===== src/rtl/nlp16af_pkg.sv =====
// -----------------------------------------------------------------------------
// nlp16af_pkg
//   Shared types for the NLP-16AF memory bus arbiter.
//   - arb_state_e : arbiter FSM states (IDLE -> BUSY -> ACK -> IDLE)
//   - grant_e     : which requester owns the memory port
//   - REQ_CORE / REQ_EXT : bit positions in the 2-bit request vector
//   - cnt_width() : wait-state counter width, never below 1 bit
// -----------------------------------------------------------------------------
package nlp16af_pkg;

  typedef enum logic [1:0] {
    IDLE = 2'd0,
    BUSY = 2'd1,
    ACK  = 2'd2
  } arb_state_e;

  typedef enum logic {
    GNT_CORE = 1'b0,
    GNT_EXT  = 1'b1
  } grant_e;

  localparam int REQ_CORE = 0;
  localparam int REQ_EXT  = 1;

  // Counter must hold WAIT_CYCLES; a zero-wait build still gets one bit.
  function automatic int cnt_width(input int wait_cycles);
    if (wait_cycles < 1) begin
      return 1;
    end
    return $clog2(wait_cycles + 1);
  endfunction

endpackage


===== src/rtl/mem_bus_arbiter_rr2.sv =====
// -----------------------------------------------------------------------------
// arb_rr2
//   Combinational 2-way round-robin picker.
//   Ports:
//     req[1:0]  in   request vector (bit REQ_CORE = core, bit REQ_EXT = external)
//     last      in   requester that owned the previous completed access
//     lock      in   external bus lock active (forces EXT while EXT requests)
//     valid     out  at least one request present
//     winner    out  selected requester (meaningful only when valid)
// -----------------------------------------------------------------------------
module arb_rr2
  import nlp16af_pkg::*;
(
  input  logic [1:0] req,
  input  grant_e     last,
  input  logic       lock,
  output logic       valid,
  output grant_e     winner
);

  always_comb begin
    valid  = |req;
    winner = GNT_CORE;
    if (lock && req[REQ_EXT]) begin
      winner = GNT_EXT;
    end else if (req[REQ_CORE] && req[REQ_EXT]) begin
      // Tie: the requester that did not own the last access goes next.
      winner = (last == GNT_CORE) ? GNT_EXT : GNT_CORE;
    end else if (req[REQ_EXT]) begin
      winner = GNT_EXT;
    end else begin
      winner = GNT_CORE;
    end
  end

endmodule


===== src/rtl/mem_bus_arbiter.sv =====
// -----------------------------------------------------------------------------
// mem_bus_arbiter
//   Shares the single NLP-16AF memory port between the core bus unit and one
//   external requester (DMA/debug). Round-robin between the two, fixed
//   WAIT_CYCLES extra wait states, one outstanding access at a time.
//   Each access: IDLE (pick + latch) -> BUSY (WAIT_CYCLES+1 cycles, memory
//   strobe high) -> ACK (one-cycle ack to the winner) -> IDLE.
//
//   Parameters: WAIT_CYCLES (extra wait states, 0 allowed), AW, DW.
//   Ports:
//     i_clk, i_rst                      clock, synchronous active-high reset
//     i_core_req/we/addr/wdata          core request (held until o_core_ack)
//     o_core_ack, o_core_rdata          core completion pulse, read data (held)
//     i_ext_req/we/addr/wdata           external request
//     o_ext_ack, o_ext_rdata            external completion pulse, read data
//     i_ext_lock                        external bus lock (lock build only)
//     o_mem_en/we/addr/wdata            memory strobe and access fields
//     i_mem_rdata                       memory read data, taken in last BUSY cycle
//     o_err                             pulse: winner dropped its request early
//
//   Build option: define NLP16AF_ARB_LOCK_EN to add i_ext_lock and the
//   external lock flag; without it the arbiter is pure round-robin.
// -----------------------------------------------------------------------------
module mem_bus_arbiter
  import nlp16af_pkg::*;
#(
  parameter int WAIT_CYCLES = 2,
  parameter int AW          = 16,
  parameter int DW          = 16
) (
  input  logic          i_clk,
  input  logic          i_rst,
  input  logic          i_core_req,
  input  logic          i_core_we,
  input  logic [AW-1:0] i_core_addr,
  input  logic [DW-1:0] i_core_wdata,
  output logic          o_core_ack,
  output logic [DW-1:0] o_core_rdata,
  input  logic          i_ext_req,
  input  logic          i_ext_we,
  input  logic [AW-1:0] i_ext_addr,
  input  logic [DW-1:0] i_ext_wdata,
  output logic          o_ext_ack,
  output logic [DW-1:0] o_ext_rdata,
`ifdef NLP16AF_ARB_LOCK_EN
  input  logic          i_ext_lock,
`endif
  output logic          o_mem_en,
  output logic          o_mem_we,
  output logic [AW-1:0] o_mem_addr,
  output logic [DW-1:0] o_mem_wdata,
  input  logic [DW-1:0] i_mem_rdata,
  output logic          o_err
);

  localparam int                CNT_W    = cnt_width(WAIT_CYCLES);
  localparam logic [CNT_W-1:0]  CNT_LOAD = CNT_W'(WAIT_CYCLES);

  arb_state_e      state_q, state_d;
  grant_e          grant_q, grant_d;
  grant_e          last_grant_q, last_grant_d;
  logic [CNT_W-1:0] cnt_q, cnt_d;
  logic            err_seen_q, err_seen_d;
  logic [DW-1:0]   core_rdata_q, core_rdata_d;
  logic [DW-1:0]   ext_rdata_q, ext_rdata_d;

  // Access fields: only observed while BUSY, so they carry no reset.
  logic            we_q, we_d;
  logic [AW-1:0]   addr_q, addr_d;
  logic [DW-1:0]   wdata_q, wdata_d;

  logic            pick_valid;
  grant_e          pick_winner;
  logic            pick_lock;
  logic            win_req;

`ifdef NLP16AF_ARB_LOCK_EN
  logic            lock_q, lock_d;
  assign pick_lock = lock_q;
`else
  assign pick_lock = 1'b0;
`endif

  arb_rr2 u_rr2 (
    .req    ({i_ext_req, i_core_req}),
    .last   (last_grant_q),
    .lock   (pick_lock),
    .valid  (pick_valid),
    .winner (pick_winner)
  );

  assign win_req = (grant_q == GNT_EXT) ? i_ext_req : i_core_req;

  // ---- FSM: state register ----
  always_ff @(posedge i_clk) begin
    if (i_rst) begin
      state_q <= IDLE;
    end else begin
      state_q <= state_d;
    end
  end

  // ---- FSM: next state ----
  always_comb begin
    state_d = state_q;
    unique case (state_q)
      IDLE:    if (pick_valid) state_d = BUSY;
      BUSY:    if (cnt_q == '0) state_d = ACK;
      ACK:     state_d = IDLE;
      default: state_d = IDLE;
    endcase
  end

  // ---- FSM: outputs ----
  always_comb begin
    o_mem_en    = 1'b0;
    o_mem_we    = 1'b0;
    o_mem_addr  = '0;
    o_mem_wdata = '0;
    o_core_ack  = 1'b0;
    o_ext_ack   = 1'b0;
    o_err       = 1'b0;
    unique case (state_q)
      BUSY: begin
        o_mem_en    = 1'b1;
        o_mem_we    = we_q;
        o_mem_addr  = addr_q;
        o_mem_wdata = wdata_q;
        o_err       = !win_req && !err_seen_q;
      end
      ACK: begin
        o_core_ack = (grant_q == GNT_CORE);
        o_ext_ack  = (grant_q == GNT_EXT);
        o_err      = !win_req && !err_seen_q;
      end
      default: ;
    endcase
  end

  assign o_core_rdata = core_rdata_q;
  assign o_ext_rdata  = ext_rdata_q;

  // ---- Access bookkeeping: grant, wait counter, read capture, error ----
  always_comb begin
    grant_d      = grant_q;
    last_grant_d = last_grant_q;
    cnt_d        = cnt_q;
    err_seen_d   = err_seen_q;
    core_rdata_d = core_rdata_q;
    ext_rdata_d  = ext_rdata_q;
    we_d         = we_q;
    addr_d       = addr_q;
    wdata_d      = wdata_q;

    unique case (state_q)
      IDLE: begin
        err_seen_d = 1'b0;
        if (pick_valid) begin
          grant_d = pick_winner;
          cnt_d   = CNT_LOAD;
          if (pick_winner == GNT_EXT) begin
            we_d    = i_ext_we;
            addr_d  = i_ext_addr;
            wdata_d = i_ext_wdata;
          end else begin
            we_d    = i_core_we;
            addr_d  = i_core_addr;
            wdata_d = i_core_wdata;
          end
        end
      end
      BUSY: begin
        if (cnt_q != '0) begin
          cnt_d = cnt_q - CNT_W'(1);
        end else if (!we_q) begin
          // Last BUSY cycle: read data lands in the owner's register so it
          // is already valid while the ack is high.
          if (grant_q == GNT_EXT) ext_rdata_d  = i_mem_rdata;
          else                    core_rdata_d = i_mem_rdata;
        end
        if (!win_req) err_seen_d = 1'b1;
      end
      ACK: begin
        last_grant_d = grant_q;
        if (!win_req) err_seen_d = 1'b1;
      end
      default: ;
    endcase
  end

`ifdef NLP16AF_ARB_LOCK_EN
  always_comb begin
    lock_d = lock_q;
    if (state_q == ACK && grant_q == GNT_EXT) begin
      lock_d = i_ext_lock;
    end else if (state_q == IDLE && !i_ext_req) begin
      lock_d = 1'b0;
    end
  end

  always_ff @(posedge i_clk) begin
    if (i_rst) lock_q <= 1'b0;
    else       lock_q <= lock_d;
  end
`endif

  // ---- Control and output-visible registers ----
  always_ff @(posedge i_clk) begin
    if (i_rst) begin
      grant_q      <= GNT_CORE;
      last_grant_q <= GNT_EXT;
      cnt_q        <= '0;
      err_seen_q   <= 1'b0;
      core_rdata_q <= '0;
      ext_rdata_q  <= '0;
    end else begin
      grant_q      <= grant_d;
      last_grant_q <= last_grant_d;
      cnt_q        <= cnt_d;
      err_seen_q   <= err_seen_d;
      core_rdata_q <= core_rdata_d;
      ext_rdata_q  <= ext_rdata_d;
    end
  end

  // ---- Latched access fields ----
  always_ff @(posedge i_clk) begin
    we_q    <= we_d;
    addr_q  <= addr_d;
    wdata_q <= wdata_d;
  end

endmodule


===== config.mk =====
export PLATFORM = sky130hd
export DESIGN_NAME = mem_bus_arbiter
export DESIGN_NICKNAME = d
export VERILOG_FILES = /design/src/rtl/nlp16af_pkg.sv /design/src/rtl/mem_bus_arbiter_rr2.sv /design/src/rtl/mem_bus_arbiter.sv
export SDC_FILE = /design/constraint.sdc
export NUM_CORES = 1
export LEC_CHECK = 0
export BUFFER_PORTS_ARGS = -buffer_cell sky130_fd_sc_hd__buf_4
export CAP_MARGIN = 20
export CORE_UTILIZATION = 50
export CTS_CLUSTER_DIAMETER = 60
export DETAILED_ROUTE_END_ITERATION = 8
export GPL_TIMING_DRIVEN = 0
export PLACE_DENSITY = 0.85
export SKIP_LAST_GASP = 1
export SYNTH_ARGS = -nofsm -noshare
export SYNTH_HDL_FRONTEND = slang
export SYNTH_SLANG_ARGS = --single-unit

===== constraint.sdc =====
create_clock -name i_clk -period 3.7 [get_ports i_clk]
set_clock_uncertainty 0.15 [all_clocks]
set_input_delay 0.185 -clock i_clk [delete_from_list [all_inputs] [get_ports i_clk]]
set_output_delay 0.185 -clock i_clk [all_outputs]
set_load 0.03 [all_outputs]

# == Word-level counts from Yosys, hierarchy flattened ==
# Index checks and enable logic that the tools add are counted.
# classes
add_sub_neg,1
mul,0
div,0
n_lt_le_gt_ge,0
eq_ne,6
shift,0
mux,22
n_bitwise,3
reduce_logical,17
# op_table
cell,count
$mux 16,4
$mux 1,11
$mux 2,4
$ne 2x2->1 const B,4
$pmux 2 s2,2
$reduce_and 4->1,2
$reduce_and 2->1,3
$reduce_bool 2->1,3
$logic_not 2->1,2
$reduce_or 2->1,2
$not 1->1,3
$reduce_and 3->1,1
$eq 2x1->1 const B,1
$eq 2x2->1 const B,1
$logic_and 1x1->1,2
$logic_not 1->1,2
$pmux 1 s2,1
$sub 2x1->2 const B,1
# word_totals
ff_bits,72
latch_bits,0
ramBits,0
mem_bits_ro,0
inputBits,86
output_inout_bits,69
wordCells,59
mem_count,0

# == Longest topological paths before layout ==
# logic_depth
word_depth,4
ltp_mapped,7
ltp_nobuf,5

# == By module ==
# Synthesis repeated with hierarchy kept, for this count alone.
# hier_totals
cells_unflattened,304
hier_area_um2,3246.9
# modules_own_cells
mod,instances,cells_each,area_each_um2,seq_area_each_um2
mem_bus_arbiter,1,300,3226.8,1771.7
arb_rr2,1,4,20.0,0.0

# == Worst setup path after synthesis ==
# No wires, ideal clock.
# synth_timing
path_type,register to register
startpoint,register state_q[0]
endpoint,register addr_q[0] (enable)
setup_time_ns,0.388
arrival_time_ns,1.388
required_time_ns,3.162
setup_slack_ns,1.774
stages_incl_launch_ff,5
n_path_buf,0
period_less_slack_ns,1.926
path_cell_list,dfxtp_1 -> inv_1 -> ha_1 -> o21ai_0 -> inv_1
# synth_via
elab_chain_len,2
# synth_lines
item,line_no,text
start: declaration,mem_bus_arbiter.sv:59,"arb_state_e state_q, state_d;"
start signal: assignment,mem_bus_arbiter.sv:99,state_q <= state_d;
$logic_not 2->1,mem_bus_arbiter.sv:155,unique case (state_q)
$reduce_and 2->1 (no line),-,
end signal: assignment,mem_bus_arbiter.sv:229,addr_q <= addr_d;
end: declaration,mem_bus_arbiter.sv:69,"logic [AW-1:0] addr_q, addr_d;"
# No other way between the ends.
# A chain may end at the register's enable or synchronous reset.

# == Worst setup path in the final report ==
# layout_timing
startpoint,register state_q[1]
endpoint,output o_mem_addr[6]
# layout_via
elab_chain_len,2
# layout_lines
item,line_no,text
$eq 2x1->1,mem_bus_arbiter.sv:123,unique case (state_q)
$mux 16,mem_bus_arbiter.sv:123,
end: declaration,mem_bus_arbiter.sv:50,"output logic [AW-1:0] o_mem_addr,"
# No other way between the ends.

==> key figures <==
Placed design
  • Total half-perimeter wirelength after legalization and detailed placement: 6367 µm
  • Worst slack after detailed placement: between 1.5 and 2 ns
  • Post-DP Area: 4542 µm²
  • Routability-driven placement congestion ratio: 0.8067
  • Port buffer count: 153

STA
  • Maximum frequency from static timing analysis: 431.4 MHz
  • Min Clock Period, post-route: between 2 and 2.5 ns
  • Final Hold Viols: 0
  • Slew Limit Fails: 0
  • Final setup violation count: 0
  • Unrepaired setup endpoints after global routing: false
  • Transition time of the tightest slew-check pin: ~0.70 ns
  • Normalized max-slew margin: 53.10%
  • Worst path setup slack after routing: roughly 1.4 ns
  • Share of the cycle needed by the critical path after routing: 62.66%
  • Final sum of negative setup slack: 0 ns

Floorplan
  • Total number of placement rows: 29
  • I/O pins: 155
  • Die extent in y: 82.86 µm
  • Starting density of the core: between 50% and 60%
  • Area of the core region: ~6300 µm²
  • Die X-Extent: 82.86 µm
  • Die Footprint: 6866 µm²

Synthesis
  • Post-synth EDFFs: 33
  • Number of synthesis warnings: 0
  • Top cell type's share of synthesized area: 30.31%
  • Async set-or-reset flop fraction in the synthesized netlist: 0%
  • Synth unique cells: 40
  • Most used flip-flop cell after synthesis: dfxtp_1
  • Sequential share of the synthesized area: 54.19%
  • Combined area of all synthesized cells: 3269 µm²
  • Number of synthesized register bits: 72
  • Cell count after synthesis: 300
  • Ranking of synthesized cells by area: edfxtp_1 30%, dfxtp_1 24%, mux2_2 9.6%
  • Per-instance average area after synthesis: about 11 µm²
  • Syn_nets: 392
  • Yosys top cell by area: edfxtp_1

Clock tree
  • Skew-Pair Late Insertion Delay: approximately 0.35 ns
  • Clock tree from TritonCTS: done
  • Post-CTS repair timing setup buffer count: 0
  • Library cell used as clock root buffer: clkbuf_8
  • Clk sinks: 72
  • Total number of H-tree levels: 3
  • Maximum count of clock buffers along a single path: 2
  • Clock-pin slew of the registers on the worst-case setup and hold paths: 0.07 ns
  • Num CTS Buffers: 9

Global routing
  • Gr ovfl total: 0
  • First-pass GRT wire length: roughly 17,000 µm
  • Total track usage: 32.72%
  • Largest net degree at the start of global routing: 19
  • Number of antenna violations at the first check in global routing: 0
  • Number of global-route vias before repair: 3,419

Setup path
  • Worst-path cell chain: inv_1, ha_1, buf_2, clkbuf_1, and2_1, buf_4
  • Critical path peak fanout: 10
  • Critical path capture point type: output pin
  • Setup crit start kind: flop
  • Crit path kind: flop to output pin
  • Data required time of the worst path: 3.37 ns
  • CP peak stage delay: 0.34 ns
  • Critical-path cell with the highest stage delay: clkbuf_1
  • Worst Path Arrival: 1.98 ns

Routing
  • Wire length per cell: 17.83 µm
  • Iteration-0 DRC Markers: 131
  • Antenna-violating nets left: 0
  • Via density per instance: approximately 5.2
  • Via count of the routed design: 3,178
  • # DRC: 0
  • Total Routed Length: 10,950 µm
  • Number of optimization iterations in the first detailed-route pass: 4

Power
  • Design internal power: 1888 µW
  • Relative contribution of sequential cells to total power: 36.5%
  • Leak pwr: about 0.0023 µW
  • Power density cells: 552.0 nW/µm²
  • Worst voltage drop across the vdd grid: between 300 and 400 µV
  • Switching fraction of total power: a little under two fifths
  • P_sw: ~1100 µW
  • Part of the power in the clock network: 20.8%
  • Share of total power in combinational logic: between 40% and 50%

Final layout
  • Share of post-route cells with drive strength above 1: 42.27%
  • Fin area: 5418 µm²
  • Number of nets at the end of the flow: ~630
  • Area growth syn-to-layout: 65.71%
  • Ant diodes: 0

Min path
  • Tightest Hold Check Type: input port to flop

Run status
  • Run status: finished, final reports clean

Job
  • Count of max-cap constraint violations: 0
-- registers in the layout (all words and copies together) (netlist names) --
| register | count |
|---|---|
| addr_q | 16 |
| o_core_rdata | 16 |
| o_ext_rdata | 16 |
| wdata_q | 16 |
| cnt_q | 2 |
| state_q | 2 |
| err_seen_q | 1 |
| grant_q | 1 |
| last_grant_q | 1 |
| we_q | 1 |
-- stage by stage --
step,utilization [%],hold WS (ns),cells,power [µW]
floorplan,-,0.1619,300,1808
global placement,71.50,0.2937,530,2203
detailed placement,71.94,0.2975,531,2261
CTS,85.65,0.002313,613,2932
global route,85.81,0.005537,614,3121
finish,85.81,0.009609,614,2991
-- kinds of logic after synthesis --
family,synth area share [%]
flops,54.19
mux,11.67
compound gates,9.108
simple gates,17.91
fa+ha+maj,2.296
buf+inv,4.822
-- power groups by stage --
stage / logic (µW) / clock network, µW / registers [µW]
6_report: 1280 / 623 / 1090
5_1_grt: 1350 / 661 / 1110
4_1_cts: 1240 / 615 / 1080
3_5_place_dp: 1170 / 0 / 1100
3_3_place_gp: 1110 / 0 / 1090
2_1_floorplan: 675 / 0 / 1130
-- final cells by class --
cell class	count	area [µm²]
repair buffers	222	1857
flip-flops and latches	72	1772
well taps	77	96.34
inverters	8	30.03
plain buffers	19	127.6
multi-input cells	201	1340
clock inverters	2	10.01
fillers	302	895.9
clock buffers	13	185.2
-- placed cells by master, fill, tap and decap left out, types with 4 or more instances in the layout --
cell type,netlist,final
dlygate4sd3_1,0,68
buf_2,4,4
dfxtp_1,39,39
a21oi_1,24,24
buf_4,5,158
mux2_2,28,28
ha_1,6,6
and2_1,34,34
clkbuf_8,0,9
nor2_1,5,5
clkbuf_1,5,6
a21oi_2,10,10
nand2_1,62,62
mux2_1,5,5
inv_1,8,8
edfxtp_1,33,33
-- cells in the mapped netlist (2+ instances only) --
master / count
a21oi_1: 24
a21oi_2: 10
and2_1: 34
buf_2: 4
buf_4: 5
buf_6: 2
clkbuf_1: 5
dfxtp_1: 39
edfxtp_1: 33
ha_1: 6
inv_1: 8
mux2_1: 5
mux2_2: 28
nand2_1: 62
nand2_2: 3
nor2_1: 5
o21a_1: 2
o21ai_0: 3
-- critical path: cells and delay by family, from the launching register on --
kind / cells / cell delay [ns]
adders and majority gates: 1 / 0.23
buffers and inverters: 4 / 0.88
DFF: 1 / 0.33
and+or+nand+nor: 1 / 0.20
-- routing by layer --
layer  vias to the layer above  global-route usage [%]  part of all wire [%]
met1                      1493                   33.59                    36
met3                        31                   9.841                   8.1
met2                       167                   59.69                    52
met5                         -                       0                     0
li1                       1487                       -                     -
met4                         0                   16.77                   4.0
-- worst paths after layout --
kind / slack (ns) / startpoint / end / cells after the start
setup reg to reg: 1.42 / last_grant_q / wdata_q[5] / 4
hold reg to reg: 0.31 / o_ext_rdata[6] / o_ext_rdata[6] / 2
hold / removal: 0.01 / i_core_addr[4] / addr_q[4] / 2
setup / recovery: 1.38 / state_q[1] / o_mem_addr[6] / 6
-- timing repair --
action,in CTS,in global routing
setup endpoints to repair,0,0
gates resized for setup,0,0
endpoints found under the hold margin,58,1
hold buffers,67,1
Power figures use the tool's default switching activity.
